===== src/rtl/issue_queue_pkg.sv =====
// -----------------------------------------------------------------------------
// issue_queue_pkg
// Shared types and default sizing for the in-order issue queue.
//   scoreboard_entry_t : decoded instruction carried from rename to the FUs
//   issue_q_entry_t    : one queue slot (instruction + target channel index)
//   ISSUE_Q_DEPTH / NR_ISSUE_FU / ISSUE_MAX_OUTST : default queue geometry
//   sel_width()        : width of a channel index for a given channel count
// Optional build macro used by the queue: ISSUE_QUEUE_BYPASS_EN
// -----------------------------------------------------------------------------
package issue_queue_pkg;

   typedef struct packed {
      logic [31:0] pc;
      logic [7:0]  op;
      logic [4:0]  rd;
      logic [4:0]  rs1;
      logic [4:0]  rs2;
   } scoreboard_entry_t;

   // Channel index width, never narrower than one bit.
   function automatic int sel_width(input int n);
      return (n > 1) ? $clog2(n) : 1;
   endfunction

   localparam int ISSUE_Q_DEPTH   = 4;
   localparam int NR_ISSUE_FU     = 4;
   localparam int ISSUE_MAX_OUTST = 2;
   localparam int FU_SEL_W        = sel_width(NR_ISSUE_FU);
   localparam int OUTST_W         = $clog2(ISSUE_MAX_OUTST + 1);

   typedef struct packed {
      scoreboard_entry_t     sbe;
      logic [FU_SEL_W-1:0]   fu;
   } issue_q_entry_t;

endpackage


===== src/rtl/fu_credit_counter.sv =====
// -----------------------------------------------------------------------------
// fu_credit_counter
// Saturating up/down counter of in-flight operations for one FU channel.
//   clk_i    : clock
//   rst_i    : asynchronous active-high reset
//   clear_i  : synchronous clear to zero (dominates inc/dec)
//   inc_i    : one op dispatched to this channel
//   dec_i    : one op retired by this channel
//   count_o  : current in-flight count, saturates at 0 and MAX_VAL
// -----------------------------------------------------------------------------
module fu_credit_counter
   import issue_queue_pkg::*;
#(
   parameter int MAX_VAL = ISSUE_MAX_OUTST,
   parameter int W       = $clog2(MAX_VAL + 1)
) (
   input  logic         clk_i,
   input  logic         rst_i,
   input  logic         clear_i,
   input  logic         inc_i,
   input  logic         dec_i,
   output logic [W-1:0] count_o
);

   logic [W-1:0] count_q;

   // NOTE: clocked state is updated with non-blocking assignments only, so
   // every flop samples the pre-edge value of every other flop.
   always_ff @(posedge clk_i or posedge rst_i) begin
      if (rst_i) begin
         count_q <= '0;
      end else if (clear_i) begin
         count_q <= '0;
      end else if (inc_i && !dec_i) begin
         if (count_q != W'(MAX_VAL)) count_q <= count_q + W'(1);
      end else if (dec_i && !inc_i) begin
         if (count_q != '0) count_q <= count_q - W'(1);
      end
   end

   // A retire with nothing in flight is ignored by the counter but is a
   // protocol error on the FU side.
   always @(posedge clk_i) begin
      assert (rst_i || clear_i || !(dec_i && !inc_i && count_q == '0))
         else $error("fu_credit_counter: retire with no op in flight");
   end

   assign count_o = count_q;

endmodule


===== src/rtl/issue_queue.sv =====
// -----------------------------------------------------------------------------
// issue_queue
// In-order issue buffer between rename and the functional units. Holds DEPTH
// decoded instructions and dispatches the head to one of NR_FU valid/ready
// channels, limiting each channel to MAX_OUTST operations in flight.
//   clk_i / rst_i        : clock, asynchronous active-high reset
//   flush_unissued_i     : drop every queued entry, keep in-flight counts
//   flush_i              : drop every queued entry and clear in-flight counts
//   instr_i/instr_fu_i   : incoming instruction and its target channel
//   instr_valid_i/ready_o: enqueue handshake (ready = not full)
//   issue_instr_o        : head instruction, shared by all channels
//   issue_valid_o        : one-hot valid toward the head's channel
//   fu_ready_i           : per-channel accept
//   fu_done_i            : per-channel retire pulse (one per op)
//   empty_o / full_o     : occupancy flags
//   outst_o              : per-channel in-flight count
// Build option: define ISSUE_QUEUE_BYPASS_EN to let an incoming instruction
// issue in the same cycle when the queue is empty.
// -----------------------------------------------------------------------------
module issue_queue
   import issue_queue_pkg::*;
#(
   parameter  int DEPTH     = ISSUE_Q_DEPTH,
   parameter  int NR_FU     = NR_ISSUE_FU,
   parameter  int MAX_OUTST = ISSUE_MAX_OUTST,
   localparam int FU_W      = sel_width(NR_FU),
   localparam int CNT_W     = $clog2(MAX_OUTST + 1)
) (
   input  logic                        clk_i,
   input  logic                        rst_i,
   input  logic                        flush_unissued_i,
   input  logic                        flush_i,
   input  scoreboard_entry_t           instr_i,
   input  logic [FU_W-1:0]             instr_fu_i,
   input  logic                        instr_valid_i,
   output logic                        instr_ready_o,
   output scoreboard_entry_t           issue_instr_o,
   output logic [NR_FU-1:0]            issue_valid_o,
   input  logic [NR_FU-1:0]            fu_ready_i,
   input  logic [NR_FU-1:0]            fu_done_i,
   output logic                        empty_o,
   output logic                        full_o,
   output logic [NR_FU-1:0][CNT_W-1:0] outst_o
);

   localparam int PTR_W = $clog2(DEPTH);
   localparam int OCC_W = PTR_W + 1;

   typedef struct packed {
      scoreboard_entry_t sbe;
      logic [FU_W-1:0]   fu;
   } entry_t;

   entry_t                      mem_q [DEPTH];
   logic [PTR_W-1:0]            rd_ptr_q;
   logic [PTR_W-1:0]            wr_ptr_q;
   logic [OCC_W-1:0]            count_q;
   logic [NR_FU-1:0][CNT_W-1:0] outst;

   entry_t           head;
   entry_t           sel;
   logic             empty;
   logic             full;
   logic             flush_any;
   logic             use_bypass;
   logic             sel_present;
   logic             sel_fu_ok;
   logic [CNT_W-1:0] sel_outst;
   logic             can_issue;
   logic [NR_FU-1:0] dispatch_vec;
   logic             dispatch;
   logic             drop;
   logic             deq;
   logic             enq;
   logic             bypass_taken;

   assign empty     = (count_q == '0);
   assign full      = (count_q == OCC_W'(DEPTH));
   assign flush_any = flush_i || flush_unissued_i;
   assign head      = mem_q[rd_ptr_q];

`ifdef ISSUE_QUEUE_BYPASS_EN
   assign use_bypass = empty && instr_valid_i;
`else
   assign use_bypass = 1'b0;
`endif

   // Candidate for issue: the queue head, or the incoming instruction when
   // the bypass path is active on an empty queue.
   // NOTE: every signal driven in an always_comb gets a default first, so no
   // path through the block leaves it holding an old value (no latch).
   always_comb begin
      sel         = head;
      sel_present = !empty;
      if (use_bypass) begin
         sel.sbe     = instr_i;
         sel.fu      = instr_fu_i;
         sel_present = 1'b1;
      end
   end

   // Index widened before the compare so a non-power-of-two NR_FU can flag
   // out-of-range channel numbers.
   assign sel_fu_ok = (32'(sel.fu) < 32'(NR_FU));

   always_comb begin
      sel_outst = '0;
      for (int c = 0; c < NR_FU; c++) begin
         if (sel.fu == FU_W'(c)) sel_outst = outst[c];
      end
   end

   // Only registered state (plus instr_i on the bypass path) feeds valid;
   // fu_ready_i never does.
   assign can_issue = sel_present && sel_fu_ok && (32'(sel_outst) < 32'(MAX_OUTST));

   always_comb begin
      issue_valid_o = '0;
      for (int c = 0; c < NR_FU; c++) begin
         issue_valid_o[c] = can_issue && (sel.fu == FU_W'(c));
      end
   end

   assign dispatch_vec = issue_valid_o & fu_ready_i;
   assign dispatch     = |dispatch_vec;

   // A queued head with an impossible channel index is discarded, one entry
   // per cycle. The bypass path is only active on an empty queue, so a
   // non-empty queue always presents its head here.
   assign drop         = !empty && !sel_fu_ok;
   assign deq          = (!empty && dispatch) || drop;
   assign bypass_taken = use_bypass && dispatch;
   assign enq          = instr_valid_i && instr_ready_o && !bypass_taken;

   assign instr_ready_o = !full;
   assign issue_instr_o = sel_present ? sel.sbe : '0;
   assign empty_o       = empty;
   assign full_o        = full;
   assign outst_o       = outst;

   always_ff @(posedge clk_i or posedge rst_i) begin
      if (rst_i) begin
         rd_ptr_q <= '0;
         wr_ptr_q <= '0;
         count_q  <= '0;
      end else if (flush_any) begin
         rd_ptr_q <= '0;
         wr_ptr_q <= '0;
         count_q  <= '0;
      end else begin
         if (enq) wr_ptr_q <= wr_ptr_q + PTR_W'(1);
         if (deq) rd_ptr_q <= rd_ptr_q + PTR_W'(1);
         count_q <= count_q + OCC_W'(enq) - OCC_W'(deq);
      end
   end

   // NOTE: the storage array has no reset; pointers and count alone decide
   // which slots hold live data, and the head output is masked when empty.
   always_ff @(posedge clk_i) begin
      if (enq && !flush_any) mem_q[wr_ptr_q] <= '{sbe: instr_i, fu: instr_fu_i};
   end

   // A dispatch in a flush_unissued_i cycle still reached the FU, so it is
   // counted; flush_i wipes every counter regardless.
   for (genvar c = 0; c < NR_FU; c++) begin : g_credit
      fu_credit_counter #(
         .MAX_VAL (MAX_OUTST),
         .W       (CNT_W)
      ) u_credit (
         .clk_i   (clk_i),
         .rst_i   (rst_i),
         .clear_i (flush_i),
         .inc_i   (dispatch_vec[c]),
         .dec_i   (fu_done_i[c]),
         .count_o (outst[c])
      );
   end

   always @(posedge clk_i) begin
      assert (rst_i || !drop)
         else $error("issue_queue: head entry with invalid fu index dropped");
   end

endmodule


===== config.mk =====
export PLATFORM = sky130hd
export DESIGN_NAME = issue_queue
export DESIGN_NICKNAME = d
export VERILOG_FILES = /design/src/rtl/issue_queue_pkg.sv /design/src/rtl/fu_credit_counter.sv /design/src/rtl/issue_queue.sv
export SDC_FILE = /design/constraint.sdc
export NUM_CORES = 1
export LEC_CHECK = 0
export ABC_AREA = 1
export CORE_UTILIZATION = 50
export CTS_CLUSTER_SIZE = 24
export DETAILED_ROUTE_END_ITERATION = 8
export GPL_ROUTABILITY_DRIVEN = 0
export PLACE_DENSITY = 0.78
export SYNTH_ARGS = -nofsm -noshare
export SYNTH_HDL_FRONTEND = slang
export SYNTH_SLANG_ARGS = --single-unit

===== constraint.sdc =====
create_clock -name clk_i -period 4.2 [get_ports clk_i]
set_clock_uncertainty 0.1 [all_clocks]
set_input_delay 0.84 -clock clk_i [delete_from_list [all_inputs] [get_ports clk_i]]
set_output_delay 0.84 -clock clk_i [all_outputs]
set_load 0.1 [all_outputs]

==> run summary <==
port bufs = 139
HP Class = flop to flop
Post-Syn Instances = 848
RSZ-0062 raised after global routing = false
clk buf depth = 3
WL final = 22000 um
Seq/Total Area, Yosys = 0.725
global-route wire length before repair = 34300 um
min Tclk post-route = 3.65 ns
Die Width = 143 um
DR pass1 iterations = 7
CP Launch Type = flop
largest net degree at the start of global routing = 102
Placed Area = 12300 um2
initial core utilization = 0.510
VDD IR-drop max = 0.394 mV
Post-Synth XOR/XNOR Area = 0.00176
area delta synth->final = 30.6%
Yosys Warn Count = 0
count leader, synth = nor2_1
final setup TNS = 0 ns
Clock Latency Late Sink = 0.51 ns
setup ws final = 0.552 ns
row count = 51
post-route clock period utilization = 0.869
syn avg cell area = 11.7 um2
initial antenna violation count = 0
Post-Syn Nets = 925
CP max FO = 27
Post-synth top cells = nor2_1 (243), edfxtp_1 (228), o21ai_0 (112)
Post-Syn Area = 9960 um2
register area = 7230 um2
Post-DP HPWL = 13200 um
Die Ht = 143 um
Finished Cell Area = 13000 um2
Leakage = 4.69 nW
# DRC = 0
share of the synthesized area in the top cell type = 0.687
status = completed
endpoints failing hold = 0
slew at the pin with the worst max-slew slack = 0.987 ns
final setup violation count = 0
Die Footprint = 20500 um2
#FFs+latches synth = 243
DRT iter0 DRCs = 622
I/O pins = 140
Vias/cell = 5.35
Synth Area in Adders = 0.00954
post-layout instance count excluding filler cells = 1261
Reg clk slew, reported paths = 0.06 ns
nets = 1058
clock buffer count from CTS = 24
layout cell share with drive strength beyond 1 = 0.134
CP arrival = 2.71 ns
clk sink count = 243
area leader, netlist = edfxtp_1
Async S/R FF share, synth = 0.0617
mux contribution to synthesized area = 0
grt total ovfl = 0
area of the multi-input gates = 2460 um2
kind of critical path = flop to output port
via count = 6751
final core area utilization = 0.666
fmax = 274 MHz
setup repair bufs after CTS = 0
htree depth = 1
TritonCTS clock tree = built
Synth area leaders = edfxtp_1 (69%), nor2_1 (9.2%), o21ai_0 (5.6%), dfrtp_1 (3.8%), a21oi_1 (2.8%)
Post-Synth Simple-Gate Area = 0.145
hold bufs inserted after CTS = 0
Hold Path Depth = 2
worst slack, placed = 0.790 ns
GR Util All Layers = 0.220
ANT nets after route = 0
post-synthesis compound-gate area fraction = 0.0860
Worst Path Required = 3.26 ns
Max-Cap Viols = 0
# placed instances = 1220
largest family of logic cells by synthesized area = simple AND/OR/NAND/NOR gates
core area = 19500 um2
R2R cell count = 18
pwr dens = 449 nW/um2
Yosys cell types = 29
filler cell count = 1366
Slew Viols, Final = 0
worst rel slew slack = 0.340
vias in the first global route = 6864
number of flops mapped to enable cells by yosys = 228
Post-CTS Resized = 0
ys flop type = edfxtp_1
crit end category = output port
clk root buf = clkbuf_16
post-DR wirelength/cell = 17.5 um
-- layout make-up --
class                   instances  share of cell area
diodes                          1            0.000192
clock buffers                  31              0.0498
clock inverters                 9             0.00683
inverters                      37              0.0107
multi-input cells             523               0.189
flip-flops and latches        243               0.555
well taps                     265              0.0255
repair buffers                152               0.163
-- registers in the layout, indices dropped and copies added, names as in the netlist --
signal and flops:
wr_ptr_q 2, count_q 3, rd_ptr_q 2, mem_q 228, g_credit.u_credit.count_o 8
-- placed cells by master, fill, tap and decap left out, types with 3 or more instances in the layout --
| master | netlist | layout |
|---|---|---|
| a21oi_1 | 55 | 55 |
| buf_12 | 0 | 62 |
| buf_4 | 0 | 11 |
| clkbuf_1 | 25 | 6 |
| clkbuf_16 | 0 | 25 |
| clkdlybuf4s50_1 | 0 | 79 |
| clkinv_1 | 1 | 6 |
| dfrtp_1 | 15 | 13 |
| edfxtp_1 | 228 | 228 |
| ha_1 | 6 | 6 |
| inv_1 | 32 | 32 |
| inv_2 | 4 | 4 |
| nand2_1 | 53 | 53 |
| nand2_2 | 6 | 6 |
| nand3_1 | 21 | 21 |
| nand3_2 | 7 | 7 |
| nand4_1 | 5 | 5 |
| nand4_2 | 3 | 3 |
| nor2_1 | 243 | 238 |
| nor2_4 | 0 | 5 |
| o21ai_0 | 112 | 112 |
-- cells by family (layout without fill, tap and decap cells) --
group,count (synthesis),count (layout)
compound gates,170,170
xor+xnor,2,2
fa+ha+maj,7,7
buf+inv,82,229
flops,243,243
other cells,0,1
simple gates,344,344
-- worst paths after layout --
path	from	end	slack (ns)
max reg2reg	rd_ptr_q[0]$_DFFE_PP0P_	count_q[2]$_DFF_PP0_	1.02
min in group asynchronous	rst_i	g_credit[1].u_credit.count_o[1]$_DFFE_PP0P_	0.62
min reg2reg	g_credit[1].u_credit.count_o[1]$_DFFE_PP0P_	g_credit[1].u_credit.count_o[1]$_DFFE_PP0P_	0.45
min	g_credit[1].u_credit.count_o[1]$_DFFE_PP0P_	g_credit[1].u_credit.count_o[1]$_DFFE_PP0P_	0.45
max in group asynchronous	rst_i	rd_ptr_q[0]$_DFFE_PP0P_	2.90
max	rd_ptr_q[0]$_DFFE_PP0P_	issue_valid_o[2]	0.55
-- power breakdown --
part / internal, mW / switching [mW] / leakage [nW] / total, mW
Combinational: 0.356 / 0.766 / 2.07 / 1.12
Sequential: 2.68 / 0.0147 / 2.26 / 2.70
Clock: 1.20 / 0.829 / 0.359 / 2.03
Total: 4.24 / 1.61 / 4.69 / 5.84
-- stage by stage --
stage / hold slack (ns) / power [mW]
floorplan: 0.479 / 3.42
global placement: 0.422 / 3.86
detailed placement: 0.427 / 3.87
CTS: 0.443 / 5.88
global route: 0.481 / 6.02
finish: 0.447 / 5.84
-- routing by layer --
metal / GRT usage / routed length, um / vias to the layer above
met5: 0 / 0 / -
met2: 0.392 / 11300 / 246
met4: 0.0798 / 458 / 0
met3: 0.0319 / 1330 / 47
met1: 0.271 / 8930 / 3249
li1: - / - / 3209
-- critical path: stages (launching register included) --
cell      delay (ns)
dfrtp_4         0.62
inv_2           0.28
nand2_1         0.11
nand2_1         0.07
nand2_1         0.06
nand2_2         0.10
nor2_1          0.10
inv_1           0.08
o221ai_1        0.10
or2_1           0.26
nor3_2          0.21
buf_12          0.21
Note: power is estimated with default switching activity, not from simulation.
